`src/rtl/alu_pkg.sv`:
```
// Shared definitions for the ALU command sequencer: opcodes, flag width, FSM states.
package alu_pkg;

   localparam int FLAG_W = 4;

   localparam logic [3:0] OP_ADD = 4'h0;
   localparam logic [3:0] OP_SUB = 4'h1;
   localparam logic [3:0] OP_AND = 4'h2;
   localparam logic [3:0] OP_OR  = 4'h3;
   localparam logic [3:0] OP_XOR = 4'h4;
   localparam logic [3:0] OP_MOV = 4'hF;

   typedef enum logic [1:0] {
      IDLE = 2'd0,
      EXEC = 2'd1,
      RESP = 2'd2
   } state_e;

   function automatic logic is_mov(input logic [3:0] op);
      return op == OP_MOV;
   endfunction

endpackage

```
`src/rtl/alu_sequencer_if.sv`:
```
// Command and response handshake bundle between the issuing controller and the sequencer.
interface alu_sequencer_if
   import alu_pkg::*;
#(
   parameter int WIDTH = 8,
   parameter int IDX_W = 2
);
   logic              cmd_valid;
   logic              cmd_ready;
   logic [3:0]        cmd_op;
   logic [IDX_W-1:0]  cmd_dst;
   logic [IDX_W-1:0]  cmd_srca;
   logic [IDX_W-1:0]  cmd_srcb;
   logic              cmd_use_imm;
   logic [WIDTH-1:0]  cmd_imm;
   logic              rsp_valid;
   logic              rsp_ready;
   logic [WIDTH-1:0]  rsp_data;
   logic [FLAG_W-1:0] rsp_flag;

   modport master (
      output cmd_valid, cmd_op, cmd_dst, cmd_srca, cmd_srcb, cmd_use_imm, cmd_imm,
      input  cmd_ready,
      input  rsp_valid, rsp_data, rsp_flag,
      output rsp_ready
   );

   modport slave (
      input  cmd_valid, cmd_op, cmd_dst, cmd_srca, cmd_srcb, cmd_use_imm, cmd_imm,
      output cmd_ready,
      output rsp_valid, rsp_data, rsp_flag,
      input  rsp_ready
   );
endinterface

```
`src/rtl/alu_regfile.sv`:
```
// NREGS x WIDTH register file: two asynchronous read ports, one synchronous write port.
module alu_regfile #(
   parameter int WIDTH = 8,
   parameter int NREGS = 4,
   parameter int IDX_W = $clog2(NREGS)
) (
   input  logic             clk,
   input  logic             rst,
   input  logic [IDX_W-1:0] raddr_a_i,
   output logic [WIDTH-1:0] rdata_a_o,
   input  logic [IDX_W-1:0] raddr_b_i,
   output logic [WIDTH-1:0] rdata_b_o,
   input  logic             we_i,
   input  logic [IDX_W-1:0] waddr_i,
   input  logic [WIDTH-1:0] wdata_i
);

   logic [WIDTH-1:0] rf_q [NREGS];

   always_ff @(posedge clk or posedge rst) begin
      if (rst) begin
         for (int unsigned i = 0; i < NREGS; i++) begin
            rf_q[i] <= '0;
         end
      end else if (we_i) begin
         rf_q[waddr_i] <= wdata_i;
      end
   end

   assign rdata_a_o = rf_q[raddr_a_i];
   assign rdata_b_o = rf_q[raddr_b_i];

endmodule

```
`src/rtl/alu_sequencer.sv`:
```
// Accepts one register-file command at a time, drives the external ALU for one cycle,
// writes the result back and holds it on the response handshake until consumed.
module alu_sequencer
   import alu_pkg::*;
#(
   parameter int WIDTH = 8,
   parameter int NREGS = 4,
   parameter int IDX_W = $clog2(NREGS)
) (
   input  logic              clk,
   input  logic              rst,
   alu_sequencer_if.slave    bus,
   output logic [WIDTH-1:0]  alu_a,
   output logic [WIDTH-1:0]  alu_b,
   output logic [3:0]        alu_sel,
   input  logic [WIDTH-1:0]  alu_out,
   input  logic [FLAG_W-1:0] alu_flag,
   output logic              busy
);

   state_e            state_q;
   logic [WIDTH-1:0]  a_q, b_q;
   logic [3:0]        sel_q;
   logic [IDX_W-1:0]  dst_q;
   logic [FLAG_W-1:0] flag_q;
   logic              rsp_valid_q;
   logic [WIDTH-1:0]  rsp_data_q;

   logic [WIDTH-1:0]  rd_a, rd_b;
   logic [WIDTH-1:0]  wb_data_d;
   logic [FLAG_W-1:0] wb_flag_d;
   logic              wb_en;

   alu_regfile #(
      .WIDTH (WIDTH),
      .NREGS (NREGS),
      .IDX_W (IDX_W)
   ) u_rf (
      .clk       (clk),
      .rst       (rst),
      .raddr_a_i (bus.cmd_srca),
      .rdata_a_o (rd_a),
      .raddr_b_i (bus.cmd_srcb),
      .rdata_b_o (rd_b),
      .we_i      (wb_en),
      .waddr_i   (dst_q),
      .wdata_i   (wb_data_d)
   );

   // MOV bypasses the ALU entirely and leaves the flags untouched.
   always_comb begin
      wb_data_d = alu_out;
      wb_flag_d = alu_flag;
      if (is_mov(sel_q)) begin
         wb_data_d = b_q;
         wb_flag_d = flag_q;
      end
   end

   assign wb_en = (state_q == EXEC);

   always_ff @(posedge clk or posedge rst) begin
      if (rst) begin
         state_q     <= IDLE;
         a_q         <= '0;
         b_q         <= '0;
         sel_q       <= '0;
         dst_q       <= '0;
         flag_q      <= '0;
         rsp_valid_q <= 1'b0;
         rsp_data_q  <= '0;
      end else begin
         case (state_q)
            IDLE: begin
               if (bus.cmd_valid) begin
                  a_q     <= rd_a;
                  b_q     <= bus.cmd_use_imm ? bus.cmd_imm : rd_b;
                  sel_q   <= bus.cmd_op;
                  dst_q   <= bus.cmd_dst;
                  state_q <= EXEC;
               end
            end
            EXEC: begin
               flag_q      <= wb_flag_d;
               rsp_data_q  <= wb_data_d;
               rsp_valid_q <= 1'b1;
               state_q     <= RESP;
            end
            RESP: begin
               if (bus.rsp_ready) begin
                  rsp_valid_q <= 1'b0;
                  state_q     <= IDLE;
               end
            end
            default: state_q <= IDLE;
         endcase
      end
   end

   // flag_q only changes on the writeback edge, so it doubles as the response flag register.
   assign bus.rsp_flag  = flag_q;
   assign bus.rsp_valid = rsp_valid_q;
   assign bus.rsp_data  = rsp_data_q;
   assign bus.cmd_ready = (state_q == IDLE);
   assign busy          = (state_q != IDLE);
   assign alu_a         = a_q;
   assign alu_b         = b_q;
   assign alu_sel       = sel_q;

endmodule

```
`src/flat_wrapper.sv`:
```
// flat-port wrapper written by rule: the top's interface ports become plain ports
module alu_sequencer_flat import alu_pkg::*;
#(
   parameter int WIDTH = 8,
   parameter int NREGS = 4,
   parameter int IDX_W = $clog2(NREGS)
)
  (clk, rst, alu_a, alu_b, alu_sel, alu_out, alu_flag, busy, bus_cmd_valid, bus_cmd_op, bus_cmd_dst, bus_cmd_srca, bus_cmd_srcb, bus_cmd_use_imm, bus_cmd_imm, bus_cmd_ready, bus_rsp_valid, bus_rsp_data, bus_rsp_flag, bus_rsp_ready);
  alu_sequencer_if #(.WIDTH(WIDTH), .IDX_W(IDX_W)) bus_i ();
  input  logic clk;
  input  logic rst;
  output logic [WIDTH-1:0] alu_a;
  output logic [WIDTH-1:0] alu_b;
  output logic [3:0] alu_sel;
  input  logic [WIDTH-1:0] alu_out;
  input  logic [FLAG_W-1:0] alu_flag;
  output logic busy;
  input wire logic [$bits(bus_i.cmd_valid)-1:0] bus_cmd_valid;
  input wire logic [$bits(bus_i.cmd_op)-1:0] bus_cmd_op;
  input wire logic [$bits(bus_i.cmd_dst)-1:0] bus_cmd_dst;
  input wire logic [$bits(bus_i.cmd_srca)-1:0] bus_cmd_srca;
  input wire logic [$bits(bus_i.cmd_srcb)-1:0] bus_cmd_srcb;
  input wire logic [$bits(bus_i.cmd_use_imm)-1:0] bus_cmd_use_imm;
  input wire logic [$bits(bus_i.cmd_imm)-1:0] bus_cmd_imm;
  output wire logic [$bits(bus_i.cmd_ready)-1:0] bus_cmd_ready;
  output wire logic [$bits(bus_i.rsp_valid)-1:0] bus_rsp_valid;
  output wire logic [$bits(bus_i.rsp_data)-1:0] bus_rsp_data;
  output wire logic [$bits(bus_i.rsp_flag)-1:0] bus_rsp_flag;
  input wire logic [$bits(bus_i.rsp_ready)-1:0] bus_rsp_ready;
  assign bus_i.cmd_valid = bus_cmd_valid;
  assign bus_i.cmd_op = bus_cmd_op;
  assign bus_i.cmd_dst = bus_cmd_dst;
  assign bus_i.cmd_srca = bus_cmd_srca;
  assign bus_i.cmd_srcb = bus_cmd_srcb;
  assign bus_i.cmd_use_imm = bus_cmd_use_imm;
  assign bus_i.cmd_imm = bus_cmd_imm;
  assign bus_cmd_ready = bus_i.cmd_ready;
  assign bus_rsp_valid = bus_i.rsp_valid;
  assign bus_rsp_data = bus_i.rsp_data;
  assign bus_rsp_flag = bus_i.rsp_flag;
  assign bus_i.rsp_ready = bus_rsp_ready;
  alu_sequencer #(.WIDTH(WIDTH), .NREGS(NREGS), .IDX_W(IDX_W)) u_core (.clk(clk), .rst(rst), .bus(bus_i), .alu_a(alu_a), .alu_b(alu_b), .alu_sel(alu_sel), .alu_out(alu_out), .alu_flag(alu_flag), .busy(busy));
endmodule
```
`config.mk`:
```
export PLATFORM = sky130hd
export DESIGN_NAME = alu_sequencer_flat
export DESIGN_NICKNAME = d
export VERILOG_FILES = /design/src/rtl/alu_pkg.sv /design/src/rtl/alu_sequencer_if.sv /design/src/rtl/alu_regfile.sv /design/src/rtl/alu_sequencer.sv /design/src/flat_wrapper.sv
export SDC_FILE = /design/constraint.sdc
export NUM_CORES = 1
export LEC_CHECK = 0
export ABC_AREA = 1
export BUFFER_PORTS_ARGS = -buffer_cell sky130_fd_sc_hd__clkbuf_2
export CELL_PAD_IN_SITES_DETAIL_PLACEMENT = 0
export CELL_PAD_IN_SITES_GLOBAL_PLACEMENT = 1
export CORE_MARGIN = 3
export CORE_UTILIZATION = 40
export DETAILED_ROUTE_END_ITERATION = 8
export PLACE_DENSITY = 0.76
export SLEW_MARGIN = 20
export SYNTH_ARGS = -nofsm -noshare
export SYNTH_HDL_FRONTEND = slang
export SYNTH_SLANG_ARGS = --single-unit
```
`constraint.sdc`:
```
create_clock -name clk -period 5.54 [get_ports clk]
set_clock_uncertainty 0.15 [all_clocks]
set_input_delay 0.554 -clock clk [delete_from_list [all_inputs] [get_ports clk]]
set_output_delay 0.554 -clock clk [all_outputs]
set_load 0.02 [all_outputs]
```
==> run metrics, run 1 <==
Synth area leaders dfrtp_1, nand2_1, nand3_1; Worst Max-Slew Pin Slew 0.917 ns; Detailed Route WL around 9400 um; Antenna Cells 0; Crit Path Class flop to flop; clk sinks 69; Worst setup EP type flop; fin crit share between 40 and 50%; Area Overhead vs Synth 15.0%; Max FO, Critical Path 29; Final #Nets roughly 570; Register Area ~0.0017 mm^2; Peak Freq 0.438 GHz; RSZ-0062 raised after global routing no; final setup margin 3.25 ns; Netlist Area Pre-Place roughly 0.0035 mm^2; top-count cell post-synth nand2_1; full die area 0.00997 mm^2; Multi-input gate area 0.00144 mm^2; vias per inst 4.99; Setup TNS 0 ns; synth cell count leaders nand2_1, dfrtp_1, nand3_1; TritonCTS Buffers 9; Synth top area share 49.0%; Post-synth top flop dfrtp_1; Die X around 100 um; fillers 881; Resized Gates After CTS 0; Rel. slew slack between 30 and 40%; Max clock buf depth 2; Period minus WS final about 2.3 ns; GRT Resource Usage Total 20.4%; pwr dens 535 mW/mm^2; initial antenna violation count 0; I/O Pins 70; Power, Total 2.17 mW; max-cap violation count 0; FP Rows 33; Root Buffer clkbuf_8; initial core utilization 42.0%; DR iter-0 viols 84; core area 0.00838 mm^2; Worst Hold Class primary input to flop; postcts setup bufs 0; clock latency at the later pin of the worst-skew pair 0.33 ns; sequential area share after synthesis 49.0%; Crit path required time 5.59 ns; fin. max-slew vios 0; die height 99.9 um; post-synth top area cell dfrtp_1; status completed; CP Launch Type flop; Cells after Synth 477; Vias 3227; Yosys reg bits 69; CTS tree yes; DRC Markers 0; port buffer count 69; number of synthesized flops with an enable pin 0; count of different cell masters after synthesis 16; Worst Path Arrival 2.33 ns; layout cell share with drive strength beyond 1 17.2%; first-pass GRT wire length ~16000 um; largest net degree at the start of global routing 70; synth warn 0; Synth async-reset ratio between 90% and 100%; final setup fails 0; final hold vios 0; GPL Wtd Cong between 0.8 and 0.9; DRT Pass-1 Iters 4; routed len/inst ~15 um; post-synth net total 512; Hold Buf Count CTS 0; Clock transition at path regs around 0.070 ns; Setup Slack @ Placement 3.18 ns; post-route ant nets 0; H-tree depth 3; Avg Cell Area, Syn 7.39 um^2; LEAKAGE approximately 2.2 nW; post-DP HPWL 6570 um; remaining global-route overflow 0; Max rail drop VDD 267 uV; vias in the first global route 3195
power by group:
part	leakage, nW	switching, mW	internal (mW)
Clock	0.0833	0.182	0.172
Combinational	1.32	0.599	0.293
Sequential	0.839	0.167	0.755
Total	2.24	0.948	1.22
worst paths after layout:
kind | endpoint | depth (start not counted) | slack, ns | start
worst max-delay path | u_core.dst_q[0] | 4 | 3.25 | u_core.state_q[0]
worst min register to register | u_core.bus.rsp_flag[1] | 2 | 0.33 | u_core.bus.rsp_flag[1]
worst max register to register | u_core.dst_q[0] | 4 | 3.25 | u_core.state_q[0]
max in group asynchronous | u_core.bus.rsp_flag[2] | 3 | 4.33 | rst
min in group asynchronous | u_core.bus.rsp_data[7] | 3 | 0.31 | rst
worst min-delay path | u_core.alu_sel[1] | 3 | 0.26 | bus_cmd_op[1]
stage by stage:
stage | util, % | instance area [um^2] | hold WS (ns) | cells
after floorplan | - | 3520 | 0.367 | 477
after global placement | 46.5 | 3890 | 0.307 | 632
after detailed placement | 46.5 | 3890 | 0.316 | 632
after CTS | 48.4 | 4050 | 0.245 | 647
after global routing | 48.4 | 4050 | 0.254 | 647
final | 48.4 | 4050 | 0.259 | 647
worst max-delay path, cell delays in order (launching register included):
cell and delay [ns]:
dfrtp_1 0.42, nor2_1 0.21, nand2_1 0.57, inv_1 0.65
o21ai_0 0.14
final cells by class:
cell class,instances,area share [%]
well taps,105,3.24
flip-flops and latches,69,42.6
clock inverters,2,0.247
repair buffers,70,8.71
inverters,64,5.93
multi-input cells,324,35.6
clock buffers,13,3.67
layout by cell type, fill, tap and decap left out, types with 3 or more instances in the layout:
master    count
nand2_1     188
nand3_1      69
clkbuf_2     69
dfrtp_1      69
inv_1        60
o21ai_0      34
nor2_1       18
clkbuf_8     10
o211ai_1      8
nor3_4        4
inv_2         4
clkbuf_1      3
layer usage:
metal / up-vias / track usage [%] / wire, um
met5: - / 0 / 0
met4: 0 / 9.35 / 247
met3: 18 / 3.61 / 401
met2: 67 / 33.7 / 4730
met1: 1535 / 26.2 / 4040
li1: 1607 / - / -
kinds of logic after synthesis:
kind of cell | synth area share (%)
flip-flops | 49.0
buffers and inverters | 10.0
AO/OA/AOI/OAI | 7.03
AND/OR/NAND/NOR | 33.9
sequential cells by signal (all words and copies together) (netlist names):
name and cells:
u_core.bus.rsp_valid 1, u_core.bus.rsp_flag 4, u_core.alu_sel 4, u_core.u_rf.rf_q 32, u_core.bus.rsp_data 8, u_core.state_q 2, u_core.alu_a 8, u_core.alu_b 8
u_core.dst_q 2
Note: power is estimated with default switching activity, not from simulation.
==> inputs of run 2 (changes only) <==
--- a/config.mk
+++ b/config.mk
@@ -10,9 +10,9 @@
 export CELL_PAD_IN_SITES_DETAIL_PLACEMENT = 0
 export CELL_PAD_IN_SITES_GLOBAL_PLACEMENT = 1
 export CORE_MARGIN = 3
-export CORE_UTILIZATION = 40
+export CORE_UTILIZATION = 39
 export DETAILED_ROUTE_END_ITERATION = 8
-export PLACE_DENSITY = 0.76
+export PLACE_DENSITY = 0.75
 export SLEW_MARGIN = 20
 export SYNTH_ARGS = -nofsm -noshare
 export SYNTH_HDL_FRONTEND = slang
==> constraint.sdc (replaced) <==
create_clock -name clk -period 2.35 [get_ports clk]
set_clock_uncertainty 0.15 [all_clocks]
set_input_delay 0.235 -clock clk [delete_from_list [all_inputs] [get_ports clk]]
set_output_delay 0.235 -clock clk [all_outputs]
set_load 0.02 [all_outputs]
==> run 2 against run 1 <==
Via count increased by 2.7%. Sequential power up 130%. Register-to-register slack lost 2.7 ns. Design area is 5.1% higher. Largest power group is now combinational logic. Critical path depth increased by 1. Setup slack got worse by 2.7 ns. Die area up 2.4%. Fmax rose by 28%. Largest cell class unchanged. Utilization up 0.26 points. Flip-flop and latch count did not move. Count of clock-buffer cells in the layout shrank 3.
==> run metrics, run 2 (same netlist as run 1, synthesis figures left out) <==
LEAKAGE 2.33 nW; DR iter-0 viols 197; fillers 915; vias in the first global route ~3300; initial antenna violation count 0; Final #Nets 589; Max rail drop VDD 745 uV; Die X about 100 um; largest net degree at the start of global routing 70; full die area 0.0102 mm^2; FP Rows 34; routed len/inst roughly 15 um; port buffer count slightly below 70; Power, Total between 5 and 6 mW; Antenna Cells 0; DRT Pass-1 Iters 4; core area between 0.008 and 0.009 mm^2; max reg flops 32; Worst Path Arrival 1.83 ns; crit-path most repeated cell nand2_1; CTS tree yes; Worst Hold Class primary input to flop; GPL Wtd Cong between 0.8 and 0.9; Post-DP Area 0.00394 mm^2; CP max stage delay 0.50 ns; fin. max-slew vios 0; Area Overhead vs Synth 20.9%; fin crit share between 70% and 80%; post-route cell area ~0.0043 mm^2; Crit path required time around 2.4 ns; Max stage delay cell, worst path nor2_1; most common cell after layout, fill and taps aside nand2_1; Detailed Route WL 9770 um; Setup TNS 0 ns; first-pass GRT wire length 16300 um; status completed; commonest non-fill, non-tap cells in the layout nand2_1, nand3_1, clkbuf_2, dfrtp_1, inv_1; Largest Register u_core.u_rf.rf_q; Crit Path Class flop to flop; vias per inst 4.97; Vias 3313; Final Core Density 48.6%; post-route ant nets 0; Worst setup EP type flop; die height 101 um; Period minus WS final 1.78 ns; GRT Resource Usage Total roughly a fifth; CP Launch Type flop; DRC Markers 0; layout cell share with drive strength beyond 1 18.1%; I/O Pins 70; final hold vios 0; Worst Max-Slew Pin Slew 0.688 ns; Max FO, Critical Path 8; Resized Gates After CTS 0; post-DP HPWL 6730 um; Rel. slew slack 54.0%; Root Buffer clkbuf_8; H-tree depth 3; RSZ-0062 raised after global routing no; max-cap violation count 0; clock latency at the later pin of the worst-skew pair between 0.3 and 0.4 ns; pwr dens ~1300 mW/mm^2; crit-path cells nand2_1 > nor2_1 > nand2_1 > nand3_1 > o21ai_0; TritonCTS Buffers 9; Peak Freq 0.562 GHz; initial core utilization 40.2%; Clock transition at path regs 0.08 ns; Max clock buf depth 2; postcts setup bufs 0; remaining global-route overflow 0; clk sinks 69; final setup fails 0
## run 2: report_power, final
part	leakage [nW]	internal, mW	switching [mW]
clock network	0.0943	0.515	0.486
logic	1.39	0.718	1.47
registers	0.839	1.78	0.376
## run 2: final cells by class
| cell class | instances | area [um^2] | share of cell area [%] |
|---|---|---|---|
| multi-input combinational | 324 | 1440 | 33.9 |
| clock inverter | 6 | 62.6 | 1.47 |
| tap | 108 | 135 | 3.17 |
| sequential | 69 | 1730 | 40.5 |
| timing repair buffer | 86 | 515 | 12.1 |
| clock buffer | 10 | 138 | 3.23 |
| inverter | 64 | 240 | 5.64 |
## run 2: stage by stage
step	hold slack (ns)	instances	setup WS, ns
2_1_floorplan	0.192	477	0.225
3_3_place_gp	0.179	639	0.606
3_5_place_dp	0.181	639	0.612
4_1_cts	0.0650	667	0.599
5_1_grt	0.0844	667	0.421
6_report	0.0708	667	0.572
## run 2: what timing repair did
action	4_1_cts	5_1_grt
endpoints found under the hold margin	80	0
endpoints found under the setup margin	0	0
hold buffers	12	0
## run 2: critical path, delay by kind of cell (launching register included)
kind	cells	cell delay (ns)
AOI/OAI and AO/OA	1	0.10
DFF	1	0.37
and+or+nand+nor	4	1.02
## run 2: per-layer routing
layer,vias to the layer above,GRT usage (%),routed length (um)
met5,-,0,0
met4,0,8.18,199
met3,12,3.25,455
met2,83,33.9,4800
met1,1578,27.1,4310
li1,1640,-,-
## run 2: path summary, 6_finish.rpt
path	start	endpoint	slack, ns	depth (start not counted)
worst max-delay path	u_core.alu_sel[2]	u_core.u_rf.rf_q[7]	0.57	5
worst min-delay path	bus_cmd_imm[0]	u_core.alu_b[0]	0.07	5
worst max register to register	u_core.alu_sel[2]	u_core.u_rf.rf_q[7]	0.57	5
worst min register to register	u_core.bus.rsp_flag[3]	u_core.bus.rsp_flag[3]	0.33	2
max in group asynchronous	rst	u_core.u_rf.rf_q[27]	1.40	4
min in group asynchronous	rst	u_core.u_rf.rf_q[16]	0.34	4
==> inputs of run 3 (changes only) <==
--- a/config.mk
+++ b/config.mk
@@ -10,9 +10,9 @@
 export CELL_PAD_IN_SITES_DETAIL_PLACEMENT = 0
 export CELL_PAD_IN_SITES_GLOBAL_PLACEMENT = 1
 export CORE_MARGIN = 3
-export CORE_UTILIZATION = 39
+export CORE_UTILIZATION = 36
 export DETAILED_ROUTE_END_ITERATION = 8
-export PLACE_DENSITY = 0.75
+export PLACE_DENSITY = 0.72
 export SLEW_MARGIN = 20
 export SYNTH_ARGS = -nofsm -noshare
 export SYNTH_HDL_FRONTEND = slang
==> constraint.sdc (replaced) <==
create_clock -name clk -period 1.5 [get_ports clk]
set_clock_uncertainty 0.15 [all_clocks]
set_input_delay 0.15 -clock clk [delete_from_list [all_inputs] [get_ports clk]]
set_output_delay 0.15 -clock clk [all_outputs]
set_load 0.02 [all_outputs]
==> run 3 against run 2 <==
Utilization increased by 1.4 points. Combinational power increased by 74%. Design area increased by 10%. Die area increased by 7.8%. Sequential share of layout area decreased by 3.6 points. Via count increased by 1.8%. Worst hold slack improved by 0.00068 ns. Routed wire length increased by 3.1%. Non-clock buffer count increased by 30. Critical path depth increased by 1. Largest cell class unchanged. Largest power group unchanged.
==> run metrics, run 3 (same netlist as run 1, synthesis figures left out) <==
Setup TNS 0 ns; Worst Max-Slew Pin Slew 0.499 ns; post-DP HPWL 7070 um; most common cell after layout, fill and taps aside nand2_1; commonest non-fill, non-tap cells in the layout nand2_1, nand3_1, clkbuf_2, dfrtp_1, inv_1; vias per inst roughly 4.7; clock latency at the later pin of the worst-skew pair 0.35 ns; port buffer count 69; Max stage delay cell, worst path dfrtp_2; fin. max-slew vios 0; Clock transition at path regs 0.08 ns; Vias 3372; fin crit share 97.7%; Register Area 0.00173 mm^2; max reg flops 32; CP max stage delay between 0.4 and 0.5 ns; Rel. slew slack 66.7%; die height 105 um; CP Launch Type flop; pwr dens 1860 mW/mm^2; Peak Freq just under 0.7 GHz; clk sinks between 60 and 70; DRC Markers 0; delay-heaviest family, CP simple AND/OR/NAND/NOR gates; crit-path cells inv_2 > nand2_8 > nor3_4 > clkbuf_16 > nand3_1 > o21ai_0; routed len/inst between 10 and 15 um; post-route ant nets 0; Largest Register u_core.u_rf.rf_q; vias in the first global route 3390; FP Rows 35; Worst setup EP type flop; Area Overhead vs Synth 33.1%; RSZ-0062 raised after global routing yes; H-tree depth 3; initial core utilization between 30 and 40%; Final Core Density around 50%; largest net degree at the start of global routing 29; fillers just under 1000; LEAKAGE 2.50 nW; CTS tree yes; final setup fails 0; Buf/Inv on CP 2; Multi-input gate area about 0.0015 mm^2; Detailed Route WL 10100 um; Max rail drop VDD roughly 1100 uV; I/O Pins 70; core area 0.00937 mm^2; DRT Pass-1 Iters 5; GPL Wtd Cong roughly 0.83; first-pass GRT wire length ~17000 um; Crit path required time 1.63 ns; Die X 105 um; max-cap violation count 0; remaining global-route overflow 0; Crit Path Class flop to flop; Worst Hold Class primary input to flop; Root Buffer clkbuf_8; Antenna Cells 0; TritonCTS Buffers 9; Period minus WS final 1.47 ns; status completed; initial antenna violation count 0; final hold vios 0; Final #Nets 619; Worst Path Arrival 1.59 ns; DR iter-0 viols 160; GRT Resource Usage Total a little under a fifth; Max FO, Critical Path 8; full die area 0.0110 mm^2; Max clock buf depth 2; layout cell share with drive strength beyond 1 between 20% and 30%
==> run 3: changes by cell type in the layout (fill, tap and decap cells not counted), sizes merged <==
cell,before,now
buf,5,27
clkbuf,79,78
clkinv,2,3
dlygate4sd3,12,21
inv,64,63
==> run 3: tightest hold or removal path, cell delays in order <==
cell	delay, ns
clkbuf_2	0.08
inv_1	0.04
nand2_1	0.12
nand3_1	0.10
nand2_1	0.05
==> run 3: worst paths after layout <==
path | start | endpoint | slack, ns | depth (start not counted)
worst max-delay path | u_core.state_q[1] | u_core.u_rf.rf_q[15] | 0.03 | 6
worst min-delay path | alu_out[0] | u_core.bus.rsp_data[0] | 0.07 | 5
worst max register to register | u_core.state_q[1] | u_core.u_rf.rf_q[15] | 0.03 | 6
worst min register to register | u_core.bus.rsp_flag[2] | u_core.bus.rsp_flag[2] | 0.33 | 2
max in group asynchronous | rst | u_core.state_q[1] | 0.51 | 4
min in group asynchronous | rst | u_core.u_rf.rf_q[24] | 0.22 | 3
==> run 3: area by class of cell <==
cell class | count | share of cell area (%)
sequential | 69 | 36.9
multi-input combinational | 324 | 31.2
timing repair buffer | 116 | 19.1
inverter | 64 | 5.26
tap | 129 | 3.44
clock buffer | 10 | 2.72
clock inverter | 6 | 1.36
==> run 3: per-layer routing <==
| metal | vias up | wire (um) | track usage (%) |
|---|---|---|---|
| met2 | 60 | 5310 | 34.0 |
| li1 | 1698 | - | - |
| met4 | 0 | 76 | 4.12 |
| met5 | - | 0 | 0 |
| met1 | 1606 | 4260 | 23.5 |
| met3 | 8 | 429 | 4.01 |
==> run 3: through the flow <==
step | power [mW] | hold WS (ns) | setup WS (ns) | area, um^2 | cells
floorplan | 5.76 | 0.107 | 0.0208 | 3530 | 477
global placement | 6.95 | 0.0458 | 0.0888 | 4190 | 675
detailed placement | 7.01 | 0.0531 | 0.0506 | 4190 | 675
CTS | 8.57 | 0.0713 | 0.0205 | 4590 | 712
global route | 9.45 | 0.103 | -0.0314 | 4690 | 718
finish | 8.72 | 0.0715 | 0.0344 | 4690 | 718
==> run 3: power by group <==
group	internal, mW	switching [mW]	total (mW)
registers	2.80	0.623	3.42
clock network	0.765	0.739	1.50
logic	1.44	2.35	3.79
total	5.00	3.71	8.72
==> run 3: timing repair <==
action,CTS,global route
endpoints found under the hold margin,38,0
pin swaps,1,2
endpoints found under the setup margin,1,33
hold buffers,21,0
setup buffers,0,5
resized for setup,0,19
gates cloned,0,1
